### config.mk
export PLATFORM = sky130hd
export DESIGN_NAME = mux_sel_rr_arbiter
export DESIGN_NICKNAME = d
export VERILOG_FILES = /design/src/rtl/mux_arb_pkg.sv /design/src/rtl/rr_pick.sv /design/src/rtl/mux_sel_rr_arbiter.sv
export SDC_FILE = /design/constraint.sdc
export NUM_CORES = 1
export LEC_CHECK = 0
export CAP_MARGIN = 20
export CORE_ASPECT_RATIO = 0.8
export CORE_MARGIN = 3
export CORE_UTILIZATION = 50
export CTS_CLUSTER_SIZE = 10
export DETAILED_ROUTE_END_ITERATION = 10
export GPL_TIMING_DRIVEN = 0
export HOLD_SLACK_MARGIN = 0.12
export PLACE_DENSITY_LB_ADDON = 0.12
export SETUP_SLACK_MARGIN = 0.4
export SYNTH_ARGS = -nofsm -noshare
export SYNTH_HDL_FRONTEND = slang
export SYNTH_SLANG_ARGS = --single-unit
export TNS_END_PERCENT = 5
### constraint.sdc
create_clock -name clk -period 7.6 [get_ports clk]
set_input_delay 0.76 -clock clk [delete_from_list [all_inputs] [get_ports clk]]
set_output_delay 0.76 -clock clk [all_outputs]
set_load 0.01 [all_outputs]
### src/rtl/mux_arb_pkg.sv
// +----------------------------------------------------------------------+
// | mux_arb_pkg : shared sizes, state encoding and helpers for the arbiter |
// | Revision    : 1.0                                                    |
// +----------------------------------------------------------------------+
`default_nettype none

package mux_arb_pkg;

  localparam int N            = 32;
  localparam int SELW         = 5;
  localparam int DEF_MAX_HOLD = 8;

  typedef enum logic [0:0] {
    IDLE  = 1'b0,
    GRANT = 1'b1
  } state_t;

  // Hold counter must represent MAX_HOLD itself; never narrower than one bit.
  function automatic int hold_w(input int max_hold);
    int w;
    w = $clog2(max_hold + 1);
    return (w < 1) ? 1 : w;
  endfunction

  localparam int HOLDW = hold_w(DEF_MAX_HOLD);

endpackage

`default_nettype wire

### src/rtl/rr_pick.sv
// +----------------------------------------------------------------------+
// | rr_pick  : combinational rotating priority encoder (start at last+1) |
// | Revision : 1.0                                                       |
// +----------------------------------------------------------------------+
`default_nettype none

module rr_pick
  import mux_arb_pkg::*;
(
  input  logic [N-1:0]    i_req,
  input  logic            i_mask_vld,
  input  logic [SELW-1:0] i_mask_idx,
  input  logic [SELW-1:0] i_last,
  output logic            o_any,
  output logic [SELW-1:0] o_win
);

  localparam logic [N-1:0] c_one = N'(1);

  logic [N-1:0]    w_mask;
  logic [N-1:0]    w_req_m;
  logic [SELW-1:0] w_start;
  logic [2*N-1:0]  w_dbl;
  logic [2*N-1:0]  w_rot;
  logic [SELW-1:0] w_off;

  assign w_mask  = i_mask_vld ? (c_one << i_mask_idx) : '0;
  assign w_req_m = i_req & ~w_mask;
  assign w_start = i_last + SELW'(1);

  // Two copies back to back so a plain shift gives the wrapped scan order.
  assign w_dbl = {w_req_m, w_req_m};
  assign w_rot = w_dbl >> w_start;

  always_comb begin
    w_off = '0;
    for (int i = N - 1; i >= 0; i--) begin
      if (w_rot[i]) begin
        w_off = SELW'(i);
      end
    end
  end

  assign o_any = |w_req_m;
  // N == 2**SELW, so the SELW-bit sum wraps modulo N for free.
  assign o_win = w_start + w_off;

endmodule

`default_nettype wire

### src/rtl/mux_sel_rr_arbiter.sv
// +----------------------------------------------------------------------+
// | mux_sel_rr_arbiter : round-robin owner of a shared 32:1 mux select   |
// | Revision           : 1.0                                             |
// +----------------------------------------------------------------------+
`default_nettype none

module mux_sel_rr_arbiter
  import mux_arb_pkg::*;
#(
  parameter int MAX_HOLD = DEF_MAX_HOLD
) (
  input  logic            clk,
  input  logic            rst_n,
  input  logic            i_en,
  input  logic [N-1:0]    i_req,
  output logic [SELW-1:0] o_sel,
  output logic [N-1:0]    o_gnt,
  output logic            o_gnt_valid
);

  localparam int             HCW        = hold_w(MAX_HOLD);
  localparam logic [HCW-1:0] c_hold_max = HCW'(MAX_HOLD);
  localparam logic [HCW-1:0] c_hold_one = HCW'(1);
  localparam logic           c_hold_lim = (MAX_HOLD != 0);
  localparam logic [N-1:0]   c_one      = N'(1);

  state_t          r_state, w_state_nxt;
  logic [SELW-1:0] r_sel, w_sel_nxt;
  logic [N-1:0]    r_gnt, w_gnt_nxt;
  logic            r_gnt_valid, w_gnt_valid_nxt;
  logic [HCW-1:0]  r_hold, w_hold_nxt;
  logic [SELW-1:0] r_last, w_last_nxt;

  logic            w_own_req;
  logic            w_mask_vld;
  logic            w_any;
  logic [SELW-1:0] w_win;
  logic            w_take;

  assign w_own_req  = i_req[r_sel];
  assign w_mask_vld = (r_state == GRANT);

  rr_pick u_pick (
    .i_req      (i_req),
    .i_mask_vld (w_mask_vld),
    .i_mask_idx (r_sel),
    .i_last     (r_last),
    .o_any      (w_any),
    .o_win      (w_win)
  );

  always_comb begin
    w_state_nxt     = r_state;
    w_sel_nxt       = r_sel;
    w_gnt_nxt       = r_gnt;
    w_gnt_valid_nxt = r_gnt_valid;
    w_hold_nxt      = r_hold;
    w_last_nxt      = r_last;
    w_take          = 1'b0;

    case (r_state)
      IDLE: begin
        if (i_en && w_any) begin
          w_take = 1'b1;
        end
      end
      GRANT: begin
        if (!w_own_req) begin
          if (i_en && w_any) begin
            w_take = 1'b1;
          end else begin
            w_state_nxt     = IDLE;
            w_gnt_nxt       = '0;
            w_gnt_valid_nxt = 1'b0;
          end
        end else if (c_hold_lim && (r_hold == c_hold_max)) begin
          // Preempt only when someone else can take over; else restart the window.
          if (i_en && w_any) begin
            w_take = 1'b1;
          end else begin
            w_hold_nxt = c_hold_one;
          end
        end else if (c_hold_lim && (r_hold < c_hold_max)) begin
          w_hold_nxt = r_hold + c_hold_one;
        end
      end
      default: begin
        w_state_nxt     = IDLE;
        w_gnt_nxt       = '0;
        w_gnt_valid_nxt = 1'b0;
      end
    endcase

    if (w_take) begin
      w_state_nxt     = GRANT;
      w_sel_nxt       = w_win;
      w_gnt_nxt       = c_one << w_win;
      w_gnt_valid_nxt = 1'b1;
      w_hold_nxt      = c_hold_one;
      w_last_nxt      = w_win;
    end
  end

  always_ff @(posedge clk or negedge rst_n) begin
    if (!rst_n) begin
      r_state     <= IDLE;
      r_sel       <= '0;
      r_gnt       <= '0;
      r_gnt_valid <= 1'b0;
      r_hold      <= '0;
      r_last      <= SELW'(N - 1);
    end else begin
      r_state     <= w_state_nxt;
      r_sel       <= w_sel_nxt;
      r_gnt       <= w_gnt_nxt;
      r_gnt_valid <= w_gnt_valid_nxt;
      r_hold      <= w_hold_nxt;
      r_last      <= w_last_nxt;
    end
  end

  assign o_sel       = r_sel;
  assign o_gnt       = r_gnt;
  assign o_gnt_valid = r_gnt_valid;

endmodule

`default_nettype wire
# Word-level counts from Yosys, hierarchy flattened
# Cells that the tools add are included.
[totals] wordCells=84 inputBits=35 register_bits=48
[classes] n_mux=56 eq_ne=4 n_lt_le_gt_ge=2 bitwise_logic=3 n_reduce_logical=7 n_addsub=3 shift=3
[op_table] cell="$mux 32" n=5
[op_table] cell="$mux 5" n=32
[op_table] cell="$shl 1x5->32 const A" n=2
[op_table] cell="$shr 64x5->32" n=1
[op_table] cell="$and 32x32->32" n=1
[op_table] cell="$not 32->32" n=1
[op_table] cell="$reduce_or 32->1" n=1
[op_table] cell="$mux 4" n=6
[op_table] cell="$mux 1" n=11
[op_table] cell="$lt 5x6->1 const B" n=1
[op_table] cell="$add 5x1->5 const B" n=1
[op_table] cell="$add 5x5->5" n=1
[op_table] cell="$bmux 1 s5" n=1
[op_table] cell="$add 4x1->4 const B" n=1
[op_table] cell="$eq 4x4->1 const B" n=1
[op_table] cell="$lt 4x4->1 const B" n=1
[op_table] cell="$reduce_and 4->1" n=1
[op_table] cell="$reduce_bool 2->1" n=2
[op_table] cell="$ne 3x3->1 const B" n=1
[op_table] cell="$reduce_and 3->1" n=1
[op_table] cell="$reduce_bool 3->1" n=1
[op_table] cell="$ne 2x1->1 const B" n=1
[op_table] cell="$ne 2x2->1 const B" n=1
[op_table] cell="$pmux 1 s2" n=1
[op_table] cell="other kinds (2)" n=2

# Depth between registers and ports, before layout
# Gate-level depths: netlist of run 1.
[logic_depth] word_depth=40 ltp_mapped=23

# By module
# From an unflattened synthesis of run 1, not the netlist that was laid out.
[unflattened] hier_cells=718 hier_area_um2=6093.3
[by_module_without_submodules] module="rr_pick" instances=1 seq_area_each_um2=0.0 area_each_um2=3718.6 cells_per_inst=526
[by_module_without_submodules] module="mux_sel_rr_arbiter" instances=1 seq_area_each_um2=1207.4 area_each_um2=2374.8 cells_per_inst=192

# Least setup slack after synthesis of run 1
# Ideal clock, no wire load.
[synth_timing] path_type="reg-to-reg" startpoint="reg r_last[0]" endpoint="reg r_gnt[12], in the netlist o_gnt[12]" arrival_ns=5.321 synth_period_minus_slack_ns=5.442 path_buffers=2 stages_incl_launch_ff=21 slack_ns=2.158 setup_time_ns=0.122 cell_sequence="dfstp_2 -> ha_1 -> nand3_1 -> xnor2_1 -> clkbuf_1 -> mux4_2 -> or3b_2 -> a21oi_1 -> o21ai_0 -> a211oi_1 -> nor2_1 -> ha_1 -> inv_1 -> fa_1 -> inv_1 -> a21o_1 -> a21oi_1 -> xnor2_1 -> xor2_2 -> buf_6 -> a32o_1"
[synth_via] elab_chain_len=37
[synth_lines] item="start: declaration" line_no="mux_sel_rr_arbiter.sv:32" text="logic [SELW-1:0] r_last, w_last_nxt;"
[synth_lines] item="start signal: assignment" line_no="mux_sel_rr_arbiter.sv:111" text="r_last <= SELW'(N - 1);"
[synth_lines] item="start signal: assignment" line_no="mux_sel_rr_arbiter.sv:118" text="r_last <= w_last_nxt;"
[synth_lines] item="$add 5x1->5 (*)" line_no="rr_pick.sv:29" text="assign w_start = i_last + SELW'(1);"
[synth_lines] item="$shr 64x5->32" line_no="rr_pick.sv:33" text="assign w_rot = w_dbl >> w_start;"
[synth_lines] item="$mux 5 (32 in a row)" line_no="rr_pick.sv:38" text="if (w_rot[i]) begin"
[synth_lines] item="$add 5x5->5 (*)" line_no="rr_pick.sv:46" text="assign o_win = w_start + w_off;"
[synth_lines] item="$shl 1x5->32 (*)" line_no="mux_sel_rr_arbiter.sv:97" text="w_gnt_nxt = c_one << w_win;"
[synth_lines] item="$mux 32 (*)" line_no="mux_sel_rr_arbiter.sv:94" text="if (w_take) begin"
[synth_lines] item="end signal: assignment" line_no="mux_sel_rr_arbiter.sv:115" text="r_gnt <= w_gnt_nxt;"
[synth_lines] item="end: declaration" line_no="mux_sel_rr_arbiter.sv:29" text="logic [N-1:0] r_gnt, w_gnt_nxt;"
# Every way passes the cells marked *; elsewhere a longest branch is shown, timed or not.
# A chain may end at the register's enable or synchronous reset.

# Worst setup path after layout of run 1
[layout_timing] startpoint="reg r_last[0]" endpoint="reg r_gnt[0], in the netlist o_gnt[0]"
# The elaborated chain is that of the path after synthesis.

==> run summary, run 1 <==
Die Width: 127 um
Layout cells sized above 1: 0.195
RSZ-0062 raised after global routing: false
Final setup TNS: 0 ps
Dominant cell type by area after synthesis: mux4_2
Number of synthesized flops with an enable pin: 0
Drt first pass iters: 8
Pin count of the biggest net entering global routing: 36
Crit-path max cell delay: 860 ps
Cells along the critical path: ha_1 -> buf_2 -> inv_1 -> buf_1 -> buf_1 -> a311oi_1 -> nor4_1 -> o22ai_1 -> o31a_1 -> o31a_1 -> o21ai_0 -> a211oi_1 -> o31ai_1 -> ha_1 -> a21o_1 -> a21oi_1 -> xor2_1 -> nor3b_1 -> a32o_1
Worst-Skew Late Latency: 280 ps
Placed wire-length estimate: 17.4 mm
Unique masters post-synth: 68
Core area: 11100 um2
Worst Clk Skew: 4.51 ps
Post-synth top area share: 0.231
Crit start category: register
Initial antenna violation count: 0
Vias in the first global route: 6087
Via count: 6433
Area contributors post-synth: mux4_2, dfrtp_1, a32o_1
Row count: 34
RePlAce Congestion: 1.02
Fmax: 0.149 GHz
Final nets: 754
Register area share after synthesis: 0.207
Crit path launch: r_last[0]
Max-slew violation count: 0
R2r endpoint: o_gnt[0]
Drt wl/cell: 26.2 um
Synth Cell Area: 5840 um2
Total clock sinks: 48
Area delta synth->final: 18.5%
Final Hold Viols: 0
CTS Buffer Depth: 2
CP endpoint: o_gnt[0]
Die extent in y: 103 um
Crit share post-route: 0.882
Critical-path top delay cell: nor3b_1
Post-Route WL: 22.4 mm
Post-synthesis xor/xnor area fraction: 0.0180
Mapped Nets: 672
CP Class: reg -> reg
Die area: 13000 um2
Most common cell in the netlist: mux4_2
Buffers added on ports: 72
CTS tree: built
CTS HTree Levels: 2
Slew HR: 0.332
Ys Warns: 0
Clock Tree Root: clkbuf_16
R2R cell count: 19
Post-Synth Simple-Gate Area: 0.194
DR vias/cell: 7.52
Max Cap Viol: 0
First-pass GRT wire length: 34.5 mm
Reg clk slew, reported paths: 60 ps
R2R Path Start: r_last[0]
Worst slew pin tran: 1000 ps
Multiplexer share of the synthesized area: 0.255
Seq cells post-synth: 48
DRT iter0 DRCs: 1029
Final ANT Viol Nets: 0
Flop2flop setup slack: 890 ps
CP Capture Type: register
Adder-Cell Fraction of Synth Area: 0.0184
Compound-Gate Fraction of Synth Area: 0.263
Minimum clock period after layout: 6710 ps
Status: completed
# diodes: 0
Post-Synthesis Cells: 629
Remaining Overflow, GRT: 0
Main combinational cell family by area after synthesis: compound AO/OA/AOI/OAI gates
Crit path arrival time: 6920 ps
Starting Density: 0.524
CTS Hold Bufs: 0
HP Class: in -> async
Gr usage total: 0.340
Clock buffer count from CTS: 5
Asr flop ratio synth: 1.00
I/O pins: 73
Final setup violation count: 0
Post-CTS Setup Bufs: 0
Critical path data required time: 7820 ps
Average size of a mapped cell: 9.29 um2
Commonest cells in the netlist: mux4_2, nand2_1, nor2_1
# resized after CTS: 0
DRC: 0
CP Max Fanout: 10
Main synth FF type: dfrtp_1
-- cells by family (layout without fill, tap and decap cells) --
family	count (synthesis)	in the layout
buf+inv	60	143
compound gates	212	212
simple gates	219	219
xor+xnor	9	9
fa+ha+maj	8	8
flops	48	48
mux	73	73
-- metrics by stage --
step                instances  hold slack [ps]  instance area [um2]  utilization  setup slack, ps
global placement          845              469                 6740        0.605             1190
CTS                       856              379                 6920        0.621             1020
global route              856              385                 6920        0.621              655
detailed placement        848              481                 6770        0.608             1120
finish                    856              369                 6920        0.621              894
floorplan                 629              453                 5840            -             2160
-- worst min-delay path by stage --
stage,slack [ps],start,endpoint,depth (start not counted)
5_1_grt,390,rst_n,o_gnt[0],1
2_1_floorplan,450,r_last[3],r_last[3],2
4_1_cts,380,rst_n,o_gnt[0],1
3_3_place_gp,470,o_gnt_valid,o_gnt_valid,2
3_5_place_dp,480,r_last[3],r_last[3],2
6_report,370,rst_n,o_gnt[0],1
-- critical path, delay by kind of cell (launching register included) --
| kind | cells | cell delay, ps |
|---|---|---|
| AO/OA/AOI/OAI | 10 | 2260 |
| AND/OR/NAND/NOR | 2 | 1550 |
| buffers and inverters | 4 | 1260 |
| flip-flops | 1 | 590 |
| adder cells (fa/ha/maj) | 2 | 580 |
| XOR/XNOR | 1 | 390 |
-- layout by cell type (no fill, tap or decap), types with 7 or more instances in the layout --
cell	synthesis	final
o21ai_0	42	42
nor2b_1	8	8
a21oi_1	29	29
buf_1	9	9
clkbuf_1	23	24
nor4_1	10	10
nor3_1	24	24
clkdlybuf4s50_1	0	71
o221a_2	12	12
dfrtp_1	43	43
ha_1	7	7
a32o_1	32	32
nand2_1	58	58
mux2i_1	7	7
o22ai_1	34	34
or2_2	14	14
o22a_1	7	7
nor2_1	55	55
nand3_1	8	8
nand2b_1	8	8
mux4_2	60	60
inv_1	12	12
buf_2	10	11
o21ai_1	8	8
-- cell type report --
type                    instances  area (um2)
clock buffers                   7         143
clock inverters                 1        7.51
fillers                       957        4220
well taps                     144         180
multi-input cells             521        4370
repair buffers                 75         751
inverters                      14        52.6
flip-flops and latches         48        1210
plain buffers                  46         208
-- metal layers --
layer | track usage | wire length [um]
met5 | 0.0257 | 41
met4 | 0.0907 | 529
met3 | 0.124 | 3280
met2 | 0.523 | 9930
met1 | 0.457 | 8620
-- state kept, by name, indices dropped and copies added, names as in the netlist --
| name | cells |
|---|---|
| r_state | 1 |
| r_last | 5 |
| o_gnt_valid | 1 |
| o_gnt | 32 |
| o_sel | 5 |
| r_hold | 4 |
Power of run 1 is not shown: default switching activity piles up to over one toggle a cycle in this logic, so the estimate is an artifact.
==> inputs of run 2 (changes only) <==
--- a/config.mk
+++ b/config.mk
@@ -9,6 +9,7 @@
 export CORE_ASPECT_RATIO = 0.8
 export CORE_MARGIN = 3
 export CORE_UTILIZATION = 50
+export CTS_CLUSTER_DIAMETER = 100
 export CTS_CLUSTER_SIZE = 10
 export DETAILED_ROUTE_END_ITERATION = 10
 export GPL_TIMING_DRIVEN = 0
==> results of run 2 <==
No change in the layout: final DEF, timing and power equal those of run 1.
Power of run 2 is left out for the same reason.
